## src/rtl/lifo_uart_pkg.sv

```systemverilog
// Shared types and default sizing for the LIFO serial drain stage.
package lifo_uart_pkg;
  typedef enum logic [1:0] {IDLE, START, DATA, STOP} tx_state_t;

  localparam int DEF_DATA_WIDTH   = 8;
  localparam int DEF_CLKS_PER_BIT = 16;
endpackage

```

## src/rtl/lifo_uart_tx_bit_timer.sv

```systemverilog
// Modulo-clks_per_bit counter; `last` marks the final cycle of each serial bit.
module bit_timer
  import lifo_uart_pkg::*;
#(
  parameter int clks_per_bit = DEF_CLKS_PER_BIT
) (
  input  logic clk,
  input  logic reset,
  input  logic clr,
  output logic last
);
  localparam int CW = $clog2(clks_per_bit);

  logic [CW-1:0] c_q, c_d;

  assign last = (c_q == CW'(clks_per_bit - 1));

  always_comb begin
    c_d = c_q + CW'(1);
    if (clr || last) c_d = '0;
  end

  always_ff @(posedge clk) begin
    if (reset) c_q <= '0;
    else       c_q <= c_d;
  end
endmodule

```

## src/rtl/lifo_uart_tx.sv

```systemverilog
// Pops the LIFO top whenever enabled and non-empty, and shifts it out as a
// start bit, data_width data bits LSB-first, and a stop bit.
module lifo_uart_tx
  import lifo_uart_pkg::*;
#(
  parameter int data_width   = DEF_DATA_WIDTH,
  parameter int clks_per_bit = DEF_CLKS_PER_BIT
) (
  input  logic                  clk,
  input  logic                  reset,
  input  logic                  en,
  input  logic                  empty,
  input  logic [data_width-1:0] r_data,
  output logic                  pop,
  output logic                  tx,
  output logic                  busy,
  output logic                  done_tick
);
  localparam int NW = (data_width > 1) ? $clog2(data_width) : 1;

  tx_state_t             state_q, state_d;
  logic [data_width-1:0] b_q, b_d;
  logic [NW-1:0]         n_q, n_d;
  logic                  bit_last;
  logic                  timer_clr;

  bit_timer #(.clks_per_bit(clks_per_bit)) u_bit_timer (
    .clk   (clk),
    .reset (reset),
    .clr   (timer_clr),
    .last  (bit_last)
  );

  always_ff @(posedge clk) begin
    if (reset) begin
      state_q <= IDLE;
      b_q     <= '0;
      n_q     <= '0;
    end else begin
      state_q <= state_d;
      b_q     <= b_d;
      n_q     <= n_d;
    end
  end

  always_comb begin
    state_d   = state_q;
    b_d       = b_q;
    n_d       = n_q;
    pop       = 1'b0;
    tx        = 1'b1;
    busy      = 1'b1;
    done_tick = 1'b0;
    timer_clr = 1'b0;
    case (state_q)
      IDLE: begin
        busy      = 1'b0;
        // Hold the bit timer at zero so START gets a full bit period.
        timer_clr = 1'b1;
        if (en && !empty && !reset) begin
          pop     = 1'b1;
          b_d     = r_data;
          n_d     = '0;
          state_d = START;
        end
      end
      START: begin
        tx = 1'b0;
        if (bit_last) state_d = DATA;
      end
      DATA: begin
        tx = b_q[0];
        if (bit_last) begin
          b_d = b_q >> 1;
          if (n_q == NW'(data_width - 1)) begin
            n_d     = '0;
            state_d = STOP;
          end else begin
            n_d = n_q + NW'(1);
          end
        end
      end
      STOP: begin
        if (bit_last) begin
          done_tick = 1'b1;
          state_d   = IDLE;
        end
      end
      default: state_d = IDLE;
    endcase
  end
endmodule

```

## config.mk

```make
export PLATFORM = sky130hd
export DESIGN_NAME = lifo_uart_tx
export DESIGN_NICKNAME = d
export VERILOG_FILES = /design/src/rtl/lifo_uart_pkg.sv /design/src/rtl/lifo_uart_tx_bit_timer.sv /design/src/rtl/lifo_uart_tx.sv
export SDC_FILE = /design/constraint.sdc
export NUM_CORES = 1
export LEC_CHECK = 0
export CORE_ASPECT_RATIO = 1.1
export CORE_MARGIN = 5
export CORE_UTILIZATION = 35
export DETAILED_ROUTE_END_ITERATION = 16
export GPL_ROUTABILITY_DRIVEN = 1
export GPL_TIMING_DRIVEN = 0
export PLACE_DENSITY_LB_ADDON = 0.2
export SYNTH_ARGS = -nofsm -noshare
export SYNTH_HDL_FRONTEND = slang
export SYNTH_SLANG_ARGS = --single-unit
```

## constraint.sdc

```tcl
create_clock -name clk -period 4.8 [get_ports clk]
set_input_delay 0.48 -clock clk [delete_from_list [all_inputs] [get_ports clk]]
set_output_delay 0.48 -clock clk [all_outputs]
set_load 0.02 [all_outputs]
```

# After elaboration in Yosys (flattened, before gate mapping)
# Cells that the tools add are included.
dict set report word_totals {
  register_bits 17
  latch_bits 0
  ramBits 0
  romBits 0
  word_cells 46
  mem_count 0
}
dict set report classes {
  addsub 2
  n_mul 0
  div_mod_pow 0
  order_cmp 0
  n_eq_ne 10
  n_shift 0
  mux 20
  n_bitwise 0
  reduce_logical 10
}
# cell count
set op_table {}
lappend op_table {{$mux W8} 2}
lappend op_table {{$pmux W8 S2} 1}
lappend op_table {{$mux W2} 5}
lappend op_table {{$mux W3} 3}
lappend op_table {{$pmux W2 S4} 1}
lappend op_table {{$mux W1} 6}
lappend op_table {{$ne A2 B1 Y1 const B} 3}
lappend op_table {{$pmux W3 S2} 1}
lappend op_table {{$reduce_and A5 Y1} 1}
lappend op_table {{$add A4 B1 Y4 const B} 1}
lappend op_table {{$eq A2 B2 Y1 const B} 2}
lappend op_table {{$eq A4 B4 Y1 const B} 1}
lappend op_table {{$ne A2 B2 Y1 const B} 2}
lappend op_table {{$add A3 B1 Y3 const B} 1}
lappend op_table {{$eq A3 B3 Y1 const B} 1}
lappend op_table {{$reduce_and A3 Y1} 1}
lappend op_table {{$eq A2 B1 Y1 const B} 1}
lappend op_table {{$logic_and A1 B1 Y1} 2}
lappend op_table {{$logic_not A1 Y1} 2}
lappend op_table {{$logic_not A2 Y1} 1}
lappend op_table {{$pmux W1 S2} 1}
lappend op_table {{$reduce_bool A2 Y1} 1}
lappend op_table {{$reduce_or A2 Y1} 1}
lappend op_table {{$logic_or A1 B1 Y1} 1}

# Longest topological paths before layout
dict set report logic_depth {
  word_depth 5
  mapped_depth 7
  ltp_nobuf 6
}

# Cells and area by module
# A second synthesis with hierarchy kept.
dict set report hier_totals {
  cells_unflattened 101
  area_unflattened_um2 1007.2
}
# module n_inst cells_each area_each_um2
set by_module_without_submodules {}
lappend by_module_without_submodules {lifo_uart_tx 1 85 849.6}
lappend by_module_without_submodules {bit_timer 1 16 157.7}

# Worst setup path after synthesis
# Ideal clock, no wire load.
dict set report synth_path {
  path_kind {reg2reg}
  from {register state_q[0]}
  to {register n_q[0]}
  arrival_ps 1637
  t_required_ps 4665
  slack_ps 3028
  path_stages_with_launch 8
  path_buffers 1
  path_cell_list {dfxtp_1 > inv_1 > ha_1 > nor4bb_4 > o22a_4 > buf_6 > mux2i_1 > nor2_1}
}
dict set report synth_between {
  elab_chain_cells 3
  elab_cells_between_ends 7
  classes_between {eq/ne: 3; mux: 1; reduce/logical: 3}
}
# item line
set synth_rtl {}
lappend synth_rtl {{start: declaration} lifo_uart_tx.sv:21} ;# tx_state_t state_q, state_d;
lappend synth_rtl {{start signal: assignment} lifo_uart_tx.sv:40} ;# state_q <= state_d;
lappend synth_rtl {{$eq A2 B2 Y1 / $logic_not A2 Y1 (equally long branches)} lifo_uart_tx.sv:55} ;# case (state_q)
lappend synth_rtl {{$ne A2 B1 Y1 (no source line), or another cell as far along} --}
lappend synth_rtl {{$reduce_and A3 Y1 (no source line)} --}
lappend synth_rtl {{end signal: assignment} lifo_uart_tx.sv:42} ;# n_q <= n_d;
lappend synth_rtl {{end: declaration} lifo_uart_tx.sv:23} ;# logic [NW-1:0] n_q, n_d;
# Several ways; a longest one is shown, not always the timed one.
# A chain may end at the register's enable or synchronous reset.

# Worst setup path in the final report
dict set report layout_path {
  from {register state_q[0]}
  to {output pop}
}
dict set report layout_between {
  elab_chain_cells 2
}
# item line
set layout_rtl {}
lappend layout_rtl {{$logic_not A2 Y1} lifo_uart_tx.sv:55}
lappend layout_rtl {{$mux W1} lifo_uart_tx.sv:55}
lappend layout_rtl {{end: declaration} lifo_uart_tx.sv:14} ;# output logic pop,
# Every way passes these cells.

==> reports/results.md <==
| Step | Metric | Value |
|---|---|---|
| synth | Most numerous cell types in the synthesized netlist | sky130_fd_sc_hd__dfxtp_1, sky130_fd_sc_hd__nor2_1, sky130_fd_sc_hd__mux2i_1, sky130_fd_sc_hd__ha_1, sky130_fd_sc_hd__a211oi_2 |
| clock tree | Post-CTS setup-driven buffer insertion count | 0 |
| routing | Number of iterations in the first detailed-routing pass | 2 |
| synth | Most frequently used cell type in the post-synthesis netlist | sky130_fd_sc_hd__dfxtp_1 |
| sta | Unrepaired setup endpoints after global routing | no |
| layout | Utilization of the core after routing | 43.7% |
| die | Core Box Area | 2730 µm² |
| sta | Final worst setup slack | 2.27 ns |
| global route | Layer with the highest usage | met2 |
| routing | Vias per cell | 4.97 |
| global route | Number of global-route vias before repair | 771 |
| clock tree | Master cell of the clock root buffer | sky130_fd_sc_hd__clkbuf_4 |
| worst setup path | Highest-delay cell along the critical path | sky130_fd_sc_hd__clkdlybuf4s50_1 |
| global route | Met3 track demand over resource in global routing | 3.14% |
| sta | Time the worst path needs with I/O delays and setup | 2.53 ns |
| layout | Layout cell share with drive strength beyond 1 | 16.8% |
| die | DIE AREA | 3970 µm² |
| synth | Proportion of synthesized flip-flops having asynchronous set or reset | 0% |
| layout | Final instance area | 1190 µm² |
| clock tree | CTS clk-pin slew, worst paths | 0.10 ns |
| pwr | Internal power | 276 µW |
| synth | Top cell type by total area after synthesis | sky130_fd_sc_hd__dfxtp_1 |
| place | Port buffer count | 14 |
| worst setup path | Cell type group with the largest total delay on the critical path | buffers and inverters |
| place | Final HPWL DP | 1.39 mm |
| global route | M1 GR Usage | 13.5% |
| layout | Area growth, synth to finish | 21.2% |
| pwr | Power share of the clock group | 17.8% |
| place | Placed cell count | 142 |
| layout | Count of placed standard cells in the final layout, fillers left out | 146 |
| worst setup path | CP cell instances | inv_1 > ha_1 > nor4bb_4 > clkdlybuf4s50_1 |
| sta | Hold Fails Final Rpt | 0 |
| flow run | Max_cap viols | 0 |
| sta | Post-Route Skew | 0.00343 ns |
| worst setup path | Worst Path Required | 4.32 ns |
| layout | Antenna diode count | 0 |
| sta | Max-slew violation count | 0 |
| pwr | Switch Pwr | 148 µW |
| worst setup path | CP arrival | 2.05 ns |
| global route | Aggregate global-route resource usage | 11.4% |
| worst setup path | Largest driver fanout on the critical path | 6 |
| sta | Total setup violations reported at the end of the flow | 0 |
| global route | Antenna violations before repair | 0 |
| place | Setup WS pre-CTS | 2.30 ns |
| synth | Number of enable flip-flop cells after synthesis | 0 |
| worst hold path | Type of the most critical hold path | input pin to register |
| die | Num rows | 20 |
| synth | Most area-consuming cells after synthesis | sky130_fd_sc_hd__dfxtp_1, sky130_fd_sc_hd__ha_1, sky130_fd_sc_hd__mux2i_1 |
| sta | Final period utilization | 52.6% |
| worst setup path | Crit end category | output pin |
| pwr | Leak pwr | 0.000477 µW |
| synth | Share of the synthesized area in the top cell type | 34.6% |
| worst setup path | Buffering stage count on the worst path with inverters included | 2 |
| sta | Fmax | 396 MHz |
| clock tree | CTS sink count | 17 |
| die | Floorplan die height | 65.6 µm |
| synth | Cell area after technology mapping | 983 µm² |
| clock tree | Hold buffers post-CTS | 0 |
| routing | Number of design rule violations left after detail routing | 0 |
| clock tree | Total of cells resized after clock tree synthesis | 0 |
| routing | Final routed wirelength across all metal layers | 1.88 mm |
| synth | Post-synthesis instance total | 95 |
| worst setup path | Critical path start-end classification | register to output pin |
| routing | Number of nets still failing antenna checks after routing | 0 |
| sta | Headroom to the max-slew limit | 57.7% |
| synth | Synth cell types | 28 |
| layout | Number of nets in the final layout | 134 |
| clock tree | Number of CTS-inserted buffers | 3 |
| die | Horizontal die dimension | 60.5 µm |
| clock tree | CTS tree | built |
| pwr | Part of the total power dissipated in sequential elements | 40.1% |
| sta | Least-Margin Pin Slew | 0.634 ns |
| synth | Post-synthesis net count | 115 |
| global route | Pin count of the biggest net entering global routing | 11 |
| global route | Aggregate global routing overflow | 0 |
| place | Placement Cell Area | 1160 µm² |
| global route | Global-route wire length before repair | 3.42 mm |
| synth | Yosys reg bits | 17 |
| routing | Drt first-iter violations | 10 |
| pwr | Sw Ratio | 34.9% |
| die | Starting Density | 36.1% |
| synth | Number of warning messages in the yosys log | 0 |
| die | Number of primary I/O pins | 16 |
| synth | Mean post-synth cell area | 10.4 µm² |
| routing | Vias after detailed routing | 725 |
| pwr | Share of power burned in combinational logic | 42.2% |
| worst setup path | Kind of start point of the critical path | register |
| clock tree | Worst skew pair latency | 0.29 ns |
| routing | Detail-routed net length per standard cell | 12.9 µm |
| synth | Dominant synthesized flop cell | sky130_fd_sc_hd__dfxtp_1 |
| outcome | Result of the run | finished clean |
| clock tree | H-tree depth | 1 |
| sta | Final sum of negative setup slack | 0 ns |
| worst setup path | Max incr delay on CP | 0.67 ns |
| place | Final estimated routing congestion in global placement | 0.747 |
| clock tree | Number of buffers between clock root and the deepest sink | 2 |
| synth | Sequential fraction of the synthesis area | 34.6% |
| pwr | Total power divided by cell area | 355 nW/µm² |
| pwr | IR Drop Worst-Case VDD | 0.184 mV |
| global route | M2 GR Usage | 19.3% |
## power groups by stage
stage	sequential, µW	clock (µW)	combinational (µW)
2_1_floorplan	170	0	130
3_3_place_gp	173	0	177
3_5_place_dp	173	0	180
4_1_cts	170	78.2	181
5_1_grt	173	83.7	199
6_report	170	75.2	179
## metrics by stage
| step | hold WS (ns) | total power [µW] |
|---|---|---|
| 4_1_cts | 0.389 | 429 |
| 3_3_place_gp | 0.433 | 350 |
| 5_1_grt | 0.389 | 455 |
| 3_5_place_dp | 0.442 | 353 |
| 2_1_floorplan | 0.418 | 301 |
| 6_report | 0.391 | 424 |
## flip-flops by register name, indices dropped and copies added, names as in the netlist
name	cells
b_q	8
n_q	3
u_bit_timer.c_q	4
state_q	2
## final timing paths
path	slack, ns	cells past startpoint	to	from
setup / recovery	2.27	4	pop	state_q[0]
hold / removal	0.39	2	b_q[1]	reset
hold reg to reg	0.45	1	u_bit_timer.c_q[0]	u_bit_timer.c_q[0]
setup reg to reg	2.99	7	n_q[0]	state_q[0]
## logic make-up (layout without fill, tap and decap cells)
logic type | after synthesis | count (layout) | share of synthesized area, %
AOI/OAI and AO/OA | 14 | 14 | 14.6
xor gates and xnor gates | 2 | 2 | 1.78
adders and majority gates | 8 | 8 | 10.2
buffers and inverters | 10 | 28 | 7.76
DFF | 17 | 17 | 34.6
muxes | 9 | 9 | 9.16
and+or+nand+nor | 35 | 35 | 21.9
## cell usage in the layout, fill, tap and decap left out, types with 3 or more instances in the layout
cell type / count
sky130_fd_sc_hd__nor2_1: 15
sky130_fd_sc_hd__buf_6: 3
sky130_fd_sc_hd__clkbuf_4: 3
sky130_fd_sc_hd__clkdlybuf4s50_1: 14
sky130_fd_sc_hd__dfxtp_1: 17
sky130_fd_sc_hd__a211oi_2: 7
sky130_fd_sc_hd__nand2b_1: 5
sky130_fd_sc_hd__ha_1: 8
sky130_fd_sc_hd__inv_1: 5
sky130_fd_sc_hd__mux2i_1: 9
## final cells by class
cell class                 instances  area, µm²
sequential                        17        340
multi-input combinational         68        567
clock buffer                       3       22.5
clock inverter                     1       5.00
buffer                             5       57.6
timing repair buffer              14        140
inverter                           5       18.8
fill                             283       1540
tap                               33       41.3
## routing by layer
metal  share of wire [%]  vias to the layer above
li1                    -                      373
met1                  45                      332
met2                  46                       16
met3                 6.5                        4
met4                 1.6                        0
met5                   0                        -
Note: power is estimated with default switching activity, not from simulation.
